[src/rtl/pe_result_collector_pkg.sv]
// ---------------------------------------------------------------------------
// pe_result_collector_pkg
// Shared definitions for the PE result collector slice: FSM state encoding,
// default word width, capture-timer width and an index-width helper.
// ---------------------------------------------------------------------------
package pe_result_collector_pkg;

    // Width of one PE result word unless the instantiating level overrides it.
    localparam int DEFAULT_DATA_WIDTH = 16;

    // CAPTURE_LAT tops out at 15, so four bits always hold the countdown.
    localparam int LAT_WIDTH = 4;

    typedef enum logic [1:0] {
        ST_IDLE  = 2'd0,
        ST_WAIT  = 2'd1,
        ST_DRAIN = 2'd2
    } state_e;

    // Bits needed to address numEntries buffer slots, never less than one.
    function automatic int idxWidth(input int numEntries);
        return (numEntries > 1) ? $clog2(numEntries) : 1;
    endfunction

endpackage

[src/rtl/pe_result_collector_if.sv]
// ---------------------------------------------------------------------------
// pe_result_collector_if
// Valid/ready result stream from the collector to the writeback logic.
//   o_data  : current result word
//   o_valid : o_data holds a word
//   o_last  : current word belongs to the last PE of the row
//   i_ready : writeback accepts the word on this edge
// The master modport is the collector; the slave modport is the consumer.
// ---------------------------------------------------------------------------
interface pe_result_collector_if
    import pe_result_collector_pkg::*;
#(
    parameter int DATA_WIDTH = DEFAULT_DATA_WIDTH
);

    logic [DATA_WIDTH-1:0] o_data;
    logic                  o_valid;
    logic                  o_last;
    logic                  i_ready;

    modport master (
        output o_data,
        output o_valid,
        output o_last,
        input  i_ready
    );

    modport slave (
        input  o_data,
        input  o_valid,
        input  o_last,
        output i_ready
    );

endinterface

[src/rtl/pe_result_collector_timer.sv]
// ---------------------------------------------------------------------------
// pe_capture_timer
// Loadable down-counter that times the capture edge after a finish pulse.
//   clk       : rising-edge clock
//   rst       : synchronous active-high reset
//   load_i    : reload the counter with CAPTURE_LAT on this edge
//   capture_o : high during the cycle whose closing edge is the capture edge
// ---------------------------------------------------------------------------
module pe_capture_timer
    import pe_result_collector_pkg::*;
#(
    parameter int CAPTURE_LAT = 1
) (
    input  logic clk,
    input  logic rst,
    input  logic load_i,
    output logic capture_o
);

    logic [LAT_WIDTH-1:0] count_q;

    // Load on an accepted finish, then count down to zero and park there.
    // A count of one means the next edge is the capture edge.
    always_ff @(posedge clk) begin
        if (rst) begin
            count_q <= '0;
        end else if (load_i) begin
            count_q <= LAT_WIDTH'(CAPTURE_LAT);
        end else if (count_q != '0) begin
            count_q <= count_q - 1'b1;
        end
    end

    assign capture_o = (count_q == LAT_WIDTH'(1));

endmodule

[src/rtl/pe_result_collector.sv]
// ---------------------------------------------------------------------------
// pe_result_collector
// Snapshots a row of PE results a fixed delay after the broadcast finish
// strobe and streams them out one word per transfer, PE 0 first.
//   clk       : rising-edge clock
//   rst       : synchronous active-high reset
//   finish    : accumulation-done strobe shared with the PE row
//   i_result  : concatenated PE results, PE k at [k*DATA_WIDTH +: DATA_WIDTH]
//   stream    : valid/ready result stream (master side)
//   o_busy    : collector is waiting for capture or draining
//   o_overrun : sticky flag, a finish request was dropped
// ---------------------------------------------------------------------------
module pe_result_collector
    import pe_result_collector_pkg::*;
#(
    parameter int DATA_WIDTH  = DEFAULT_DATA_WIDTH,
    parameter int NUM_PE      = 4,
    parameter int CAPTURE_LAT = 1
) (
    input  logic                         clk,
    input  logic                         rst,
    input  logic                         finish,
    input  logic [NUM_PE*DATA_WIDTH-1:0] i_result,
    pe_result_collector_if.master        stream,
    output logic                         o_busy,
    output logic                         o_overrun
);

    localparam int IDX_W = idxWidth(NUM_PE);
    localparam logic [IDX_W-1:0] LAST_IDX = IDX_W'(NUM_PE - 1);

    state_e                state_q;
    logic [DATA_WIDTH-1:0] buffer_q [NUM_PE];
    logic [IDX_W-1:0]      index_q;
    logic [DATA_WIDTH-1:0] data_q;
    logic                  last_q;
    logic                  overrun_q;

    logic                  finalXfer;
    logic                  acceptFinish;
    logic                  capture;
    logic [IDX_W-1:0]      nextIndex;

    // A finish is taken when idle, or when it coincides with the final
    // transfer of a drain so back-to-back bursts need no idle gap.
    assign finalXfer    = (state_q == ST_DRAIN) && last_q && stream.i_ready;
    assign acceptFinish = finish && ((state_q == ST_IDLE) || finalXfer);
    assign nextIndex    = index_q + 1'b1;

    pe_capture_timer #(
        .CAPTURE_LAT (CAPTURE_LAT)
    ) u_timer (
        .clk       (clk),
        .rst       (rst),
        .load_i    (acceptFinish),
        .capture_o (capture)
    );

    // Collector FSM. The outgoing word and its last flag are registered
    // here so the stream never depends combinationally on i_ready or finish;
    // on each transfer the following buffer slot is preloaded into data_q.
    always_ff @(posedge clk) begin
        if (rst) begin
            state_q   <= ST_IDLE;
            index_q   <= '0;
            data_q    <= '0;
            last_q    <= 1'b0;
            overrun_q <= 1'b0;
            for (int k = 0; k < NUM_PE; k++) begin
                buffer_q[k] <= '0;
            end
        end else begin
            if (finish && !acceptFinish) begin
                overrun_q <= 1'b1;
            end
            case (state_q)
                ST_IDLE: begin
                    if (finish) begin
                        state_q <= ST_WAIT;
                    end
                end
                ST_WAIT: begin
                    if (capture) begin
                        for (int k = 0; k < NUM_PE; k++) begin
                            buffer_q[k] <= i_result[k*DATA_WIDTH +: DATA_WIDTH];
                        end
                        index_q <= '0;
                        data_q  <= i_result[DATA_WIDTH-1:0];
                        last_q  <= 1'b0;
                        state_q <= ST_DRAIN;
                    end
                end
                ST_DRAIN: begin
                    if (stream.i_ready) begin
                        if (last_q) begin
                            index_q <= '0;
                            last_q  <= 1'b0;
                            state_q <= finish ? ST_WAIT : ST_IDLE;
                        end else begin
                            index_q <= nextIndex;
                            data_q  <= buffer_q[nextIndex];
                            last_q  <= (nextIndex == LAST_IDX);
                        end
                    end
                end
                default: begin
                    state_q <= ST_IDLE;
                end
            endcase
        end
    end

    assign stream.o_data  = data_q;
    assign stream.o_valid = (state_q == ST_DRAIN);
    assign stream.o_last  = last_q;
    assign o_busy         = (state_q != ST_IDLE);
    assign o_overrun      = overrun_q;

endmodule

[src/flat_wrapper.sv]
// flat-port wrapper written by rule: the top's interface ports become plain ports
module pe_result_collector_flat import pe_result_collector_pkg::*;
#(
    parameter int DATA_WIDTH  = DEFAULT_DATA_WIDTH,
    parameter int NUM_PE      = 4,
    parameter int CAPTURE_LAT = 1
)
  (clk, rst, finish, i_result, o_busy, o_overrun, stream_o_data, stream_o_valid, stream_o_last, stream_i_ready);
  pe_result_collector_if #(.DATA_WIDTH(DATA_WIDTH)) stream_i ();
  input  logic clk;
  input  logic rst;
  input  logic finish;
  input  logic [NUM_PE*DATA_WIDTH-1:0] i_result;
  output logic o_busy;
  output logic o_overrun;
  output wire logic [$bits(stream_i.o_data)-1:0] stream_o_data;
  output wire logic [$bits(stream_i.o_valid)-1:0] stream_o_valid;
  output wire logic [$bits(stream_i.o_last)-1:0] stream_o_last;
  input wire logic [$bits(stream_i.i_ready)-1:0] stream_i_ready;
  assign stream_o_data = stream_i.o_data;
  assign stream_o_valid = stream_i.o_valid;
  assign stream_o_last = stream_i.o_last;
  assign stream_i.i_ready = stream_i_ready;
  pe_result_collector #(.DATA_WIDTH(DATA_WIDTH), .NUM_PE(NUM_PE), .CAPTURE_LAT(CAPTURE_LAT)) u_core (.clk(clk), .rst(rst), .finish(finish), .i_result(i_result), .stream(stream_i), .o_busy(o_busy), .o_overrun(o_overrun));
endmodule
[config.mk]
export PLATFORM = sky130hd
export DESIGN_NAME = pe_result_collector_flat
export DESIGN_NICKNAME = d
export VERILOG_FILES = /design/src/rtl/pe_result_collector_pkg.sv /design/src/rtl/pe_result_collector_if.sv /design/src/rtl/pe_result_collector_timer.sv /design/src/rtl/pe_result_collector.sv /design/src/flat_wrapper.sv
export SDC_FILE = /design/constraint.sdc
export NUM_CORES = 1
export LEC_CHECK = 0
export ABC_AREA = 1
export CAP_MARGIN = 20
export CELL_PAD_IN_SITES_DETAIL_PLACEMENT = 0
export CELL_PAD_IN_SITES_GLOBAL_PLACEMENT = 1
export CORE_AREA = 2 2 112 114
export CTS_CLUSTER_SIZE = 28
export DETAILED_ROUTE_END_ITERATION = 16
export DIE_AREA = 0 0 114 116
export GPL_TIMING_DRIVEN = 0
export PLACE_DENSITY_LB_ADDON = 0.1
export SLEW_MARGIN = 20
export SYNTH_ARGS = -nofsm -noshare
export SYNTH_HDL_FRONTEND = slang
export SYNTH_SLANG_ARGS = --single-unit
[constraint.sdc]
create_clock -name clk -period 3.8 [get_ports clk]
set_clock_uncertainty 0.05 [all_clocks]
set_input_delay 0.57 -clock clk [delete_from_list [all_inputs] [get_ports clk]]
set_output_delay 0.57 -clock clk [all_outputs]
set_load 0.01 [all_outputs]
==> flow_summary.yaml <==
outcome:
  run_status: "completed"
final_layout:
  layout.cells.non_filler: 823
  drive_gt1_share_pct: 6.51
  multi_input_area_mm2: 0.00155
  layout.cells.most_common_list: "151 x nor2_1, 150 x nand2_1, 91 x inv_1, 87 x clkdlybuf4s50_1, 64 x edfxtp_1"
  nets: 743
  ff_latch_area_mm2: 0.00244
  final_common_cell: "nor2_1"
  antenna_cells: 0
  areaGrowthSynthToFinish_pct: 31.1
  nFillCells: 1200
global_routing:
  grt_pass1_wl_um: 16700
  grt_max_degree: 50
  grt_remaining_overflow: 0
  grtUsageTotal_pct: 16.8
  antenna_found_initial: 0
  grt_pass1_vias: 3367
synth:
  syn_avg_cell_area_um2: 7.87
  syn_area_mm2: 0.00450
  synth_seq_cells: 90
  yosys_warnings: 0
  synth_cells: 572
  ys_seq_area_share_pct: 54.3
  syn_nets: 644
  synth_cell_types: 25
placement:
  gp_congestion: 0.804
  dpl.hpwl_um: 7650
  numPortBuffers: 87
  placed_cells_incl_taps: 807
cts:
  cts_buffers: 9
  clk_pin_slew_ns: 0.06
  hold_buffers: 0
  cts_sinks: 90
  postCtsSetupRepairBufs: 0
  htreeDepth: 3
  cts_tree: "built"
  cts_root_buffer: "clkbuf_16"
  clk_path_buf_depth: 2
  cts_resized: 0
  insertion_delay_ns: 0.34
setup_path:
  timing_worst_setup_path_type: "flip-flop to flip-flop"
  cp.arrival_ns: 2.83
  cp-start-kind: "flip-flop"
  crit_family: "buffers and inverters"
  crit_chain: "buf_2 -> clkinv_1 -> buf_4 -> ha_1 -> buf_2 -> inv_1 -> buf_2 -> nand2_1 -> nor2_1 -> nor2_1 -> nor2_1 -> nor2_1"
  crit_top_cell: "nor2_1"
  slowest_delay_ns: 0.31
  cp.required_ns: 3.98
  path_buf_inv: 6
  path_max_fanout: 10
  endpoint_kind: "flip-flop"
  cp_slowest_cell: "dfxtp_1"
floorplanning:
  die_h_um: 116
  fp.dieArea_mm2: 0.0132
  start_util_pct: 37.8
  ioPinCount: 88
  die_w_um: 114
  std_cell_rows: 40
  design.core.area_mm2: 0.0119
timing:
  fin_crit_ns: 2.65
  setup_viol: 0
  hold_viol_final: 0
  finalMaxSlewViolations: 0
  rsz0062_at_grt: "false"
  worst_pin_slew_ns: 0.552
  finalCritPeriodShare_pct: 69.7
  timing.slew.headroom_pct: 63.2
  fmax_mhz: 377
  hold_slack_ns: 0.424
route:
  vias: 3631
  first_pass_iters: 6
  wl_per_cell_um: 12.7
  route.detailed.drc: 0
  routed_via_density: 4.41
  first_iter_violations: 168
  ant_nets: 0
  wirelength_um: 10500
power:
  ir_drop_mv: 0.220
  p_leak_nw: 2.79
  cellPowerDensity_mw_per_mm2: 478
job:
  maxCapViolCount: 0
min_path:
  min-delay-path-class: "flip-flop to flip-flop"
[power by group]
group | internal [mW] | leakage (nW) | total, mW | switching [mW]
Clock | 0.568 | 0.148 | 0.923 | 0.356
Sequential | 1.20 | 0.877 | 1.26 | 0.0532
Combinational | 0.294 | 1.77 | 0.643 | 0.349
[final cells by class]
cell class / instances / share of cell area [%]
plain buffers: 26 / 2.82
clock buffers: 9 / 3.82
clock inverters: 7 / 1.42
inverters: 94 / 5.98
multi-input cells: 362 / 26.2
flip-flops and latches: 90 / 41.4
well taps: 147 / 3.12
repair buffers: 88 / 15.2
[metal layers]
metal,share of wire (%),wire (um),GRT usage (%)
met2,46,4760,27.1
met4,1.6,166,6.34
met5,0,0,0
met1,48,4990,23.1
met3,5.1,533,2.41
[final timing paths]
check                                               startpoint                              endpoint  slack (ns)  cells past startpoint
worst max register to register  u_core.index_q[0]$_SDFFE_PP0P_  u_core.stream.o_data[7]$_SDFFE_PP0P_        1.15                     12
worst max-delay path            u_core.index_q[0]$_SDFFE_PP0P_  u_core.stream.o_data[7]$_SDFFE_PP0P_        1.15                     12
worst min register to register   u_core.o_overrun$_SDFFE_PP0P_         u_core.o_overrun$_SDFFE_PP0P_        0.42                      2
worst min-delay path             u_core.o_overrun$_SDFFE_PP0P_         u_core.o_overrun$_SDFFE_PP0P_        0.42                      2
[registers in the layout, summed over array words and instances, names as in the netlist]
register and cells:
u_core.buffer_q 64, u_core.stream.o_data 16, u_core.u_timer.count_q 4, u_core.index_q 2, u_core.state_q 2, u_core.o_overrun 1, u_core.stream.o_last 1
[cell families (layout without fill, tap and decap cells)]
kind of cell,count (synthesis),in the layout,synth area share (%)
AOI/OAI and AO/OA,9,9,1.06
xor gates and xnor gates,1,1,0.195
adders and majority gates,4,4,1.11
buffers and inverters,120,224,11.5
DFF,90,90,54.3
and+or+nand+nor,348,348,31.8
[cells in the mapped netlist]
cell type  number  area share, %
nand3_1        23            2.6
nor2_1        151             13
clkbuf_1        4           0.33
nor2_4          1           0.25
buf_1           1          0.083
buf_4           2           0.33
inv_2           2           0.17
a22oi_1         1           0.17
nand4_1         1           0.14
edfxtp_1       64             43
nor2_2          2           0.28
clkinv_1        1          0.083
buf_6           6            1.5
inv_1          91            7.6
buf_2          13            1.4
dfxtp_1        26             12
nand2_1       151             13
a21oi_1         4           0.44
nand3_2         1           0.22
xor2_1          1           0.19
nand2_2         1           0.14
ha_1            4            1.1
o21ai_0         4           0.44
nand3b_1       16            2.7
nand3_4         1           0.39
[worst min-delay path, delay by kind of cell (launching register included)]
kind / cells / cell delay [ns]
AO/OA/AOI/OAI: 1 / 0.06
buffers and inverters: 1 / 0.05
flip-flops: 1 / 0.32
[metrics by stage]
stage | setup WS [ns] | setup TNS (ns) | cell area [um^2] | total power [mW] | utilization [%]
6_report | 1.15 | 0 | 5900 | 2.82 | 49.5
5_1_grt | 0.922 | 0 | 5900 | 2.98 | 49.5
4_1_cts | 1.18 | 0 | 5900 | 2.85 | 49.5
3_5_place_dp | 1.20 | 0 | 5590 | 1.93 | 46.9
3_3_place_gp | -0.376 | -23.90 | 5560 | 1.91 | 46.6
2_1_floorplan | 1.02 | 0 | 4500 | 1.65 | -
Note: power is estimated with default switching activity, not from simulation.
